## src/rtl/sfp_ctrl_pkg.sv

```systemverilog
// rtl/sfp_ctrl_pkg.sv - state codes, width helpers and 125 MHz timing defaults for SFP TX control
package sfp_ctrl_pkg;

  typedef enum logic [2:0] {
    ST_OFF   = 3'd0,
    ST_INIT  = 3'd1,
    ST_UP    = 3'd2,
    ST_PULSE = 3'd3,
    ST_LATCH = 3'd4
  } port_state_e;

  localparam int DEF_NUM_PORTS   = 4;
  localparam int DEF_INIT_CYC    = 37500000;
  localparam int DEF_PULSE_CYC   = 1250;
  localparam int DEF_LOS_DEB_CYC = 125000;
  localparam int DEF_MAX_RETRY   = 3;

  function automatic int clog2(input int value);
    int w;
    w = 0;
    for (int i = 0; i < 31; i++) begin
      if ((1 << i) < value) w = i + 1;
    end
    return w;
  endfunction

  // Counter width that never collapses to zero bits for tiny bench overrides.
  function automatic int cnt_width(input int value);
    int w;
    w = clog2(value);
    return (w < 1) ? 1 : w;
  endfunction

endpackage

```

## src/rtl/sfp_port_fsm.sv

```systemverilog
// rtl/sfp_port_fsm.sv - one SFP cage: pin synchronisers, laser enable FSM, retry counter, LOS debounce
module sfp_port_fsm
  import sfp_ctrl_pkg::*;
#(
  parameter int INIT_CYC    = DEF_INIT_CYC,
  parameter int PULSE_CYC   = DEF_PULSE_CYC,
  parameter int LOS_DEB_CYC = DEF_LOS_DEB_CYC,
  parameter int MAX_RETRY   = DEF_MAX_RETRY
) (
  input  logic       clk,
  input  logic       rst,
  input  logic       port_en,
  input  logic       mod_abs,
  input  logic       tx_fault,
  input  logic       rx_los,
  output logic       tx_disable,
  output logic       link_rdy,
  output logic [2:0] port_state,
  output logic       fault_latched
);

  localparam int TMR_W = cnt_width((INIT_CYC > PULSE_CYC) ? INIT_CYC : PULSE_CYC);
  localparam int RET_W = cnt_width(MAX_RETRY + 1);
  localparam int LOS_W = cnt_width(LOS_DEB_CYC);

  localparam logic [TMR_W-1:0] INIT_LAST  = TMR_W'(INIT_CYC - 1);
  localparam logic [TMR_W-1:0] PULSE_LAST = TMR_W'(PULSE_CYC - 1);
  localparam logic [RET_W-1:0] RETRY_MAX  = RET_W'(MAX_RETRY);
  localparam logic [LOS_W-1:0] LOS_LAST   = LOS_W'(LOS_DEB_CYC - 1);

  logic [2:0] sync_q1, sync_q2;
  logic       mod_abs_s, tx_fault_s, rx_los_s;

  port_state_e      state, state_nxt;
  logic [TMR_W-1:0] timer;
  logic [RET_W-1:0] retry_cnt, retry_nxt;
  logic [LOS_W-1:0] los_cnt, los_cnt_nxt;
  logic             los_deb, los_deb_nxt;

  // Synchroniser flops power up in the safe sense: absent, faulted, no signal.
  always_ff @(posedge clk or posedge rst) begin
    if (rst) begin
      sync_q1 <= 3'b111;
      sync_q2 <= 3'b111;
    end else begin
      sync_q1 <= {mod_abs, tx_fault, rx_los};
      sync_q2 <= sync_q1;
    end
  end

  assign {mod_abs_s, tx_fault_s, rx_los_s} = sync_q2;

  always_comb begin
    state_nxt = state;
    retry_nxt = retry_cnt;
    case (state)
      ST_OFF: begin
        retry_nxt = '0;
        if (port_en && !mod_abs_s) state_nxt = ST_INIT;
      end
      ST_INIT: begin
        if (timer == INIT_LAST) state_nxt = ST_UP;
      end
      ST_UP: begin
        if (tx_fault_s) begin
          if (retry_cnt < RETRY_MAX) begin
            state_nxt = ST_PULSE;
            retry_nxt = retry_cnt + RET_W'(1);
          end else begin
            state_nxt = ST_LATCH;
          end
        end
      end
      ST_PULSE: begin
        if (timer == PULSE_LAST) state_nxt = ST_INIT;
      end
      ST_LATCH: begin
        state_nxt = ST_LATCH;
      end
      default: begin
        state_nxt = ST_OFF;
      end
    endcase
    // Losing the enable or the module beats any fault or timer expiry.
    if (!port_en || mod_abs_s) begin
      state_nxt = ST_OFF;
      retry_nxt = '0;
    end
  end

  always_comb begin
    los_cnt_nxt = '0;
    los_deb_nxt = los_deb;
    if (rx_los_s != los_deb) begin
      if (los_cnt == LOS_LAST) los_deb_nxt = rx_los_s;
      else                     los_cnt_nxt = los_cnt + LOS_W'(1);
    end
  end

  always_ff @(posedge clk or posedge rst) begin
    if (rst) begin
      state         <= ST_OFF;
      timer         <= '0;
      retry_cnt     <= '0;
      los_cnt       <= '0;
      los_deb       <= 1'b1;
      tx_disable    <= 1'b1;
      link_rdy      <= 1'b0;
      fault_latched <= 1'b0;
    end else begin
      state     <= state_nxt;
      retry_cnt <= retry_nxt;
      los_cnt   <= los_cnt_nxt;
      los_deb   <= los_deb_nxt;
      if (state_nxt != state)
        timer <= '0;
      else if (state == ST_INIT || state == ST_PULSE)
        timer <= timer + TMR_W'(1);
      else
        timer <= '0;
      // Outputs are decoded from the next state so they line up with the state register.
      tx_disable    <= (state_nxt == ST_OFF) || (state_nxt == ST_PULSE) || (state_nxt == ST_LATCH);
      link_rdy      <= (state_nxt == ST_UP) && !los_deb_nxt;
      fault_latched <= (state_nxt == ST_LATCH);
    end
  end

  assign port_state = state;

endmodule

```

## src/rtl/sfp_txdis_ctrl.sv

```systemverilog
// rtl/sfp_txdis_ctrl.sv - per-port SFP TX_DISABLE sequencing for the quad 3 GTX 1G lanes
module sfp_txdis_ctrl
  import sfp_ctrl_pkg::*;
#(
  parameter int NUM_PORTS   = DEF_NUM_PORTS,
  parameter int INIT_CYC    = DEF_INIT_CYC,
  parameter int PULSE_CYC   = DEF_PULSE_CYC,
  parameter int LOS_DEB_CYC = DEF_LOS_DEB_CYC,
  parameter int MAX_RETRY   = DEF_MAX_RETRY
) (
  input  logic                   clk,
  input  logic                   rst,
  input  logic [NUM_PORTS-1:0]   PORT_EN,
  input  logic [NUM_PORTS-1:0]   MOD_ABS,
  input  logic [NUM_PORTS-1:0]   TX_FAULT,
  input  logic [NUM_PORTS-1:0]   RX_LOS,
  output logic [NUM_PORTS-1:0]   TX_DISABLE,
  output logic [NUM_PORTS-1:0]   LINK_RDY,
  output logic [3*NUM_PORTS-1:0] PORT_STATE,
  output logic [NUM_PORTS-1:0]   FAULT_LATCHED
);

  for (genvar i = 0; i < NUM_PORTS; i++) begin : g_port
    sfp_port_fsm #(
      .INIT_CYC    (INIT_CYC),
      .PULSE_CYC   (PULSE_CYC),
      .LOS_DEB_CYC (LOS_DEB_CYC),
      .MAX_RETRY   (MAX_RETRY)
    ) u_port (
      .clk           (clk),
      .rst           (rst),
      .port_en       (PORT_EN[i]),
      .mod_abs       (MOD_ABS[i]),
      .tx_fault      (TX_FAULT[i]),
      .rx_los        (RX_LOS[i]),
      .tx_disable    (TX_DISABLE[i]),
      .link_rdy      (LINK_RDY[i]),
      .port_state    (PORT_STATE[3*i +: 3]),
      .fault_latched (FAULT_LATCHED[i])
    );
  end

endmodule

```

## config.mk

```make
export PLATFORM = sky130hd
export DESIGN_NAME = sfp_txdis_ctrl
export DESIGN_NICKNAME = d
export VERILOG_FILES = /design/src/rtl/sfp_ctrl_pkg.sv /design/src/rtl/sfp_port_fsm.sv /design/src/rtl/sfp_txdis_ctrl.sv
export SDC_FILE = /design/constraint.sdc
export NUM_CORES = 1
export LEC_CHECK = 0
export ABC_AREA = 1
export ABC_CLOCK_PERIOD_IN_PS = 22600
export CORE_MARGIN = 10
export CORE_UTILIZATION = 45
export CTS_CLUSTER_SIZE = 25
export DETAILED_ROUTE_END_ITERATION = 12
export HOLD_SLACK_MARGIN = 0.06
export PLACE_DENSITY = 0.73
export SYNTH_ARGS = -nofsm -noshare
export SYNTH_HDL_FRONTEND = slang
export SYNTH_SLANG_ARGS = --single-unit
```

## constraint.sdc

```tcl
create_clock -name clk -period 22.6 [get_ports clk]
set_input_delay 4.52 -clock clk [delete_from_list [all_inputs] [get_ports clk]]
set_output_delay 4.52 -clock clk [all_outputs]
set_load 0.01 [all_outputs]
```

* After elaboration in Yosys (flattened, before gate mapping)
Cells that the tools add are included.
W data, S select, Z words.
** Word-level totals
- Word-level logic and storage cells :: 232
- Bits in registers :: 232
- Output and inout bits :: 24
- Bits of input ports :: 18
** Cells by class
- Equal/unequal tests :: 56
- $add $sub $neg :: 12
- Mux-type cells :: 68
- Reductions and logical operators :: 52
- Magnitude comparators :: 4
** Operator list (count)
- $mux W26 :: 8
- $mux W17 :: 8
- $add A26 B1 Y26 const B :: 4
- $eq A26 B11 Y1 const B :: 4
- $eq A26 B26 Y1 const B :: 4
- $mux W3 :: 24
- $add A17 B1 Y17 const B :: 4
- $eq A17 B17 Y1 const B :: 4
- $pmux W3 S5 :: 4
- $eq A3 B2 Y1 const B :: 16
- $eq A3 B3 Y1 const B :: 8
- $logic_not A3 Y1 :: 8
- $mux W2 :: 12
- $ne A3 B1 Y1 const B :: 8
- $logic_or A1 B1 Y1 :: 16
- $pmux W2 S2 :: 4
- $eq A3 B1 Y1 const B :: 4
- $logic_not A1 Y1 :: 12
- $ne A3 B3 Y1 :: 4
- $reduce_and A3 Y1 :: 4
- $reduce_bool A3 Y1 :: 4
- $add A2 B1 Y2 const B :: 4
- $logic_and A1 B1 Y1 :: 8
- $lt A2 B2 Y1 const B :: 4
- other kinds (2) :: 12

* Logic depth before layout (Yosys ltp)
- Depth in word-level cells :: 8
- Depth in mapped cells :: 15
- Depth with buffers taken out :: 14

* Cells and area by module
A second synthesis with hierarchy kept.
** Unflattened totals
- Cells, all modules :: 1660
- Area total of the unflattened synthesis :: 13297.8 um^2
** Modules (own cells, without submodules)
- sfp_port_fsm :: area an instance 3324.4 um^2, seq. area each 1461.4 um^2, cells each 415, instances 4

* Least setup slack after synthesis
No wires, ideal clock.
- Path kind :: input to register
- Start point :: input port PORT_EN[3]
- End point :: register g_port[3].u_port.timer[23]
- Buffers on the path :: 1
- Slack :: 16.994 ns
- Arrival time :: 5.534 ns
- Cell stages on the path :: 11
- Library setup time :: 0.071 ns
- Data required time :: 22.529 ns
- Path through :: inv_1 -> nor2_1 -> o21ai_2 -> inv_1 -> nand3_1 -> nand2_1 -> nand2_1 -> nor2_2 -> nand2_2 -> buf_6 -> nor2_1
** Between the ends
- Cells in the longest elaborated chain, start to end :: 6
- Elaborated cells between the ends (all ways) :: 8
- Those cells by class :: eq/ne: 1; mux: 4; reduce/logical: 3
** RTL lines
- start, declared :: RTL line sfp_txdis_ctrl.sv:13 : input logic [NUM_PORTS-1:0] PORT_EN,
- $logic_and A1 B1 Y1 :: RTL line sfp_port_fsm.sv:59 : if (port_en && !mod_abs_s) state_nxt = ST_INIT;
- $mux W3 :: RTL line sfp_port_fsm.sv:59
- $pmux W3 S5 :: RTL line sfp_port_fsm.sv:56 : case (state)
- $mux W3 * :: RTL line sfp_port_fsm.sv:85 : if (!port_en || mod_abs_s) begin
- $ne A3 B3 Y1 * :: RTL line sfp_port_fsm.sv:115 : if (state_nxt != state)
- $mux W26 * :: RTL line sfp_port_fsm.sv:115
- end signal, assigned :: RTL line sfp_port_fsm.sv:118 : timer <= timer + TMR_W'(1);
- end, declared :: RTL line sfp_port_fsm.sv:35 : logic [TMR_W-1:0] timer;
Mark *: on every way between the ends. The rest lies on a longest branch, timed or not.
A chain may end at the register's enable or synchronous reset.

* Final worst setup path
- Start point :: register g_port[0].u_port.state[2]
- End point :: output port PORT_STATE[2]
** RTL lines
- start, declared :: RTL line sfp_port_fsm.sv:34 : port_state_e state, state_nxt;
- start signal, assigned :: RTL line sfp_port_fsm.sv:111 : state <= state_nxt;
- end, declared :: RTL line sfp_txdis_ctrl.sv:19 : output logic [3*NUM_PORTS-1:0] PORT_STATE,
No word-level cell between the ends.

==> qor.log <==
INFO  run_status     outcome=finished, final reports clean
INFO  critical_path  regToRegSetupSlack=20.45ns
INFO  grt            grt_antenna_before_repair=0
INFO  die            io_pins=42
INFO  synthesis      post_syn_instances=1730
INFO  critical_path  startpoint_to_endpoint_class_of_the_critical_path=reg -> out
INFO  place          dp.final_hpwl=19800um
INFO  critical_path  crit_fanout=9
INFO  timing         finClkSkew=0.0205ns
INFO  power          max_ir_drop_vdd=0.0456mV
INFO  critical_path  cp_slowest_cell=sky130_fd_sc_hd__clkdlybuf4s50_1
INFO  clock_tree     cts-hold-fix-buffers=0
INFO  place          finalWeightedCongestion=0.905
INFO  synthesis      postSynthAreaPerCell=7.60um2
INFO  synthesis      yosys_register_bits=232
INFO  timing         layout_worst_path_cycle_share=0.275
INFO  synthesis      synth.yosys.seq_area_share=0.445
INFO  clock_tree     cts_tree=built
INFO  clock_tree     cts_setup_buffers=0
INFO  critical_path  required=18.08ns
INFO  critical_path  crit_chain=clkdlybuf4s50_1
INFO  power          total_power_density_per_cell_area=59.8nW/um2
INFO  finish         area_delta_synth_final=11.7%
INFO  routing        first_iter_violations=774
INFO  timing         setup_viol=0
INFO  die            floorplan.initialDensity=0.457
INFO  place          place.detailed.instances=2131
INFO  die            dieArea=36500um2
INFO  timing         tns=0ns
INFO  routing        route.final.wire_length=27500um
INFO  hold_path      min_path_cells=0
INFO  synthesis      synthesis.yosys.warnings=0
INFO  critical_path  worst_path_dominant_cell_family=buffers and inverters
INFO  finish         layoutNonFillerInstCount=2179
INFO  power          power.static_leakage=6.67nW
INFO  finish         final_layout_net_count=1809
INFO  routing        drt_pre_antenna_iters=6
INFO  critical_path  reg2reg_from=g_port[3].u_port.timer[0]
INFO  grt            overflow=0
INFO  timing         fmaxAchievable=161MHz
INFO  hold_path      startpoint_of_the_most_critical_hold_path=g_port[2].u_port.sync_q1[0]
INFO  timing         rsz_0062_raised_after_global_routing=no
INFO  routing        count_of_nets_left_with_antenna_violations_after_detail_routing=0
INFO  critical_path  worst_r2r_path_depth=12
INFO  critical_path  regToRegEndpoint=g_port[3].u_port.timer[12]
INFO  clock_tree     worst_skew_pair.late_latency=0.54ns
INFO  synthesis      synth_area_leaders=sky130_fd_sc_hd__dfrtp_1 38%, sky130_fd_sc_hd__nand2_1 9.4%, sky130_fd_sc_hd__nor2_1 8.5%, sky130_fd_sc_hd__inv_1 6.9%, sky130_fd_sc_hd__dfstp_2 6.4%
INFO  routing        overall_via_count_from_detail_route=11000
INFO  timing         worst_slew_margin_rel=0.392
INFO  critical_path  worst-endpoint-arrival=1.70ns
INFO  synthesis      synth_fp_nets=1764
INFO  die            rows=62
INFO  synthesis      synth_cell_type_count=42
INFO  finish         mostFrequentLayoutCell=sky130_fd_sc_hd__nand2_1
INFO  grt            grtUsageTotal=0.152
INFO  timing         tightest_slew=0.912ns
INFO  run            max_cap_violations=0
INFO  clock_tree     clock-sinks=232
INFO  timing         final_report_max_slew_violation_count=0
INFO  die            dieHeight=191um
INFO  synthesis      mappedNetlistArea=13100um2
INFO  finish         num_antenna_cells=0
INFO  clock_tree     worst_setup_hold_path_clk_slew=0.07ns
INFO  clock_tree     numCtsBuffers=26
INFO  synthesis      yosys.area.top_type=sky130_fd_sc_hd__dfrtp_1
INFO  grt            grt_first_pass_wirelength=47800um
INFO  die            fp.coreArea=28800um2
INFO  place          placement.io_buffers=41
INFO  finish         layout_common_cells=329 x sky130_fd_sc_hd__nand2_1, 299 x sky130_fd_sc_hd__nor2_1, 239 x sky130_fd_sc_hd__inv_1
INFO  timing         timing.final.crit_period=6.22ns
INFO  finish         fraction_of_layout_instances_using_a_drive_strength_above_1=0.124
INFO  clock_tree     post_cts_resize_count=0
INFO  critical_path  worst_path_largest_cell_delay=0.63ns
INFO  synthesis      synth_top_cell_area_share=0.381
INFO  critical_path  cp.buffers_inverters=1
INFO  routing        average_detailed_routed_wire_length_per_instance=12.6um
INFO  grt            grt_pass1_vias=10700
INFO  clock_tree     max-clock-path-buffers=3
INFO  clock_tree     cts_root_buffer=sky130_fd_sc_hd__clkbuf_16
INFO  timing         timing.final.hold_violations=0
INFO  hold_path      worstHoldEndpoint=g_port[2].u_port.sync_q2[0]
INFO  routing        detail_route.drc_violations=0
INFO  grt            grt_max_degree=101
INFO  hold_path      worstHoldPathType=reg -> reg
INFO  routing        post_drt_via_cell_ratio=5.05
INFO  clock_tree     cts_htree_levels=1
INFO  die            fp.dieW=191um
INFO  critical_path  cp-start-kind=flip-flop
INFO  critical_path  timing.critical_path.to_type=output port
==> cell families (layout without fill, tap and decap cells) <==
kind of cell    Yosys count  after routing  share of synthesized area
compound gates          156            156                     0.0667
simple gates           1025           1025                      0.371
xor+xnor                 18             18                     0.0120
fa+ha+maj                16             16                     0.0152
buf+inv                 283            348                     0.0907
flops                   232            232                      0.445
==> per-stage QoR <==
stage          hold slack, ns  instance area [um2]  total power [mW]  worst slack, ns  utilization
2_1_floorplan           0.345                13100             0.462            11.77            -
3_3_place_gp            0.346                13800             0.472            16.03        0.481
3_5_place_dp            0.347                13800             0.473            16.02        0.481
4_1_cts                 0.356                14700             0.893            16.34        0.510
5_1_grt                 0.357                14700             0.912            16.31        0.510
6_report                0.351                14700             0.878            16.38        0.510
==> flip-flops by register name (all words and copies together) (netlist names) <==
| register | flops |
|---|---|
| g_port.u_port.fault_latched | 4 |
| g_port.u_port.los_deb | 4 |
| g_port.u_port.retry_cnt | 8 |
| g_port.u_port.sync_q2 | 12 |
| g_port.u_port.timer | 104 |
| g_port.u_port.link_rdy | 4 |
| g_port.u_port.tx_disable | 4 |
| g_port.u_port.los_cnt | 68 |
| g_port.u_port.sync_q1 | 12 |
| g_port.u_port.port_state | 12 |
==> routing by layer <==
metal / share of wire / GRT usage / wire length, um
met2: 0.47 / 0.264 / 13000
met1: 0.47 / 0.193 / 12800
met5: 0 / 0 / 0
met3: 0.040 / 0.0204 / 1110
met4: 0.018 / 0.0391 / 491
==> how the worst max path moves through the flow <==
stage	slack [ns]	to	cells past startpoint	startpoint
after floorplan	11.77	g_port[0].u_port.fault_latched	1	rst
after global placement	16.03	g_port[2].u_port.timer[10]	3	rst
after detailed placement	16.02	g_port[3].u_port.link_rdy	3	rst
after CTS	16.34	PORT_STATE[2]	1	g_port[0].u_port.port_state[2]
after global routing	16.31	PORT_STATE[2]	1	g_port[0].u_port.port_state[2]
final	16.38	PORT_STATE[2]	1	g_port[0].u_port.port_state[2]
==> Yosys cell counts <==
cell,number
sky130_fd_sc_hd__inv_2,17
sky130_fd_sc_hd__nor3b_1,4
sky130_fd_sc_hd__buf_2,6
sky130_fd_sc_hd__nor2_4,29
sky130_fd_sc_hd__a21boi_0,2
sky130_fd_sc_hd__o221ai_1,3
sky130_fd_sc_hd__or2_0,2
sky130_fd_sc_hd__a21oi_2,2
sky130_fd_sc_hd__xor2_1,18
sky130_fd_sc_hd__a31oi_1,8
sky130_fd_sc_hd__a21o_1,1
sky130_fd_sc_hd__nor3_1,50
sky130_fd_sc_hd__o21bai_1,6
sky130_fd_sc_hd__o21ai_1,4
sky130_fd_sc_hd__nor4_2,1
sky130_fd_sc_hd__dfrtp_1,200
sky130_fd_sc_hd__buf_12,2
sky130_fd_sc_hd__nand2_2,22
sky130_fd_sc_hd__nor3_4,1
sky130_fd_sc_hd__nand3_2,10
sky130_fd_sc_hd__o21ai_0,59
sky130_fd_sc_hd__dfstp_2,32
sky130_fd_sc_hd__buf_6,6
sky130_fd_sc_hd__a21oi_1,55
sky130_fd_sc_hd__nand4_1,45
sky130_fd_sc_hd__o31ai_1,3
sky130_fd_sc_hd__nand3_1,153
sky130_fd_sc_hd__nor4_1,12
sky130_fd_sc_hd__nor2_1,299
sky130_fd_sc_hd__o21a_1,4
sky130_fd_sc_hd__or2_2,21
sky130_fd_sc_hd__nand2_4,6
sky130_fd_sc_hd__o21ai_2,4
sky130_fd_sc_hd__nor2_2,26
sky130_fd_sc_hd__inv_1,240
sky130_fd_sc_hd__o211ai_1,5
sky130_fd_sc_hd__nand3b_1,9
sky130_fd_sc_hd__nand2_1,329
sky130_fd_sc_hd__nor3_2,4
sky130_fd_sc_hd__nor2_8,2
sky130_fd_sc_hd__buf_4,12
sky130_fd_sc_hd__ha_1,16
==> worst reg2reg max path, delay by kind of cell (launching register included) <==
family                     cells  cell delay, ns
adders and majority gates      1            0.18
DFF                            1            0.39
and+or+nand+nor               11            1.43
==> power by group <==
| part | internal, mW | switching (mW) |
|---|---|---|
| Sequential | 0.423 | 0.00346 |
| Combinational | 0.0100 | 0.0282 |
| Clock | 0.245 | 0.169 |
| Total | 0.677 | 0.201 |
==> area by class of cell <==
type / count / area (um2)
fillers: 2767 / 14100
multi-input cells: 1215 / 6110
flip-flops and latches: 232 / 5850
inverters: 257 / 972
clock buffers: 34 / 711
well taps: 384 / 480
repair buffers: 43 / 425
clock inverters: 14 / 136
No activity file was read; power rests on OpenSTA's default activity.
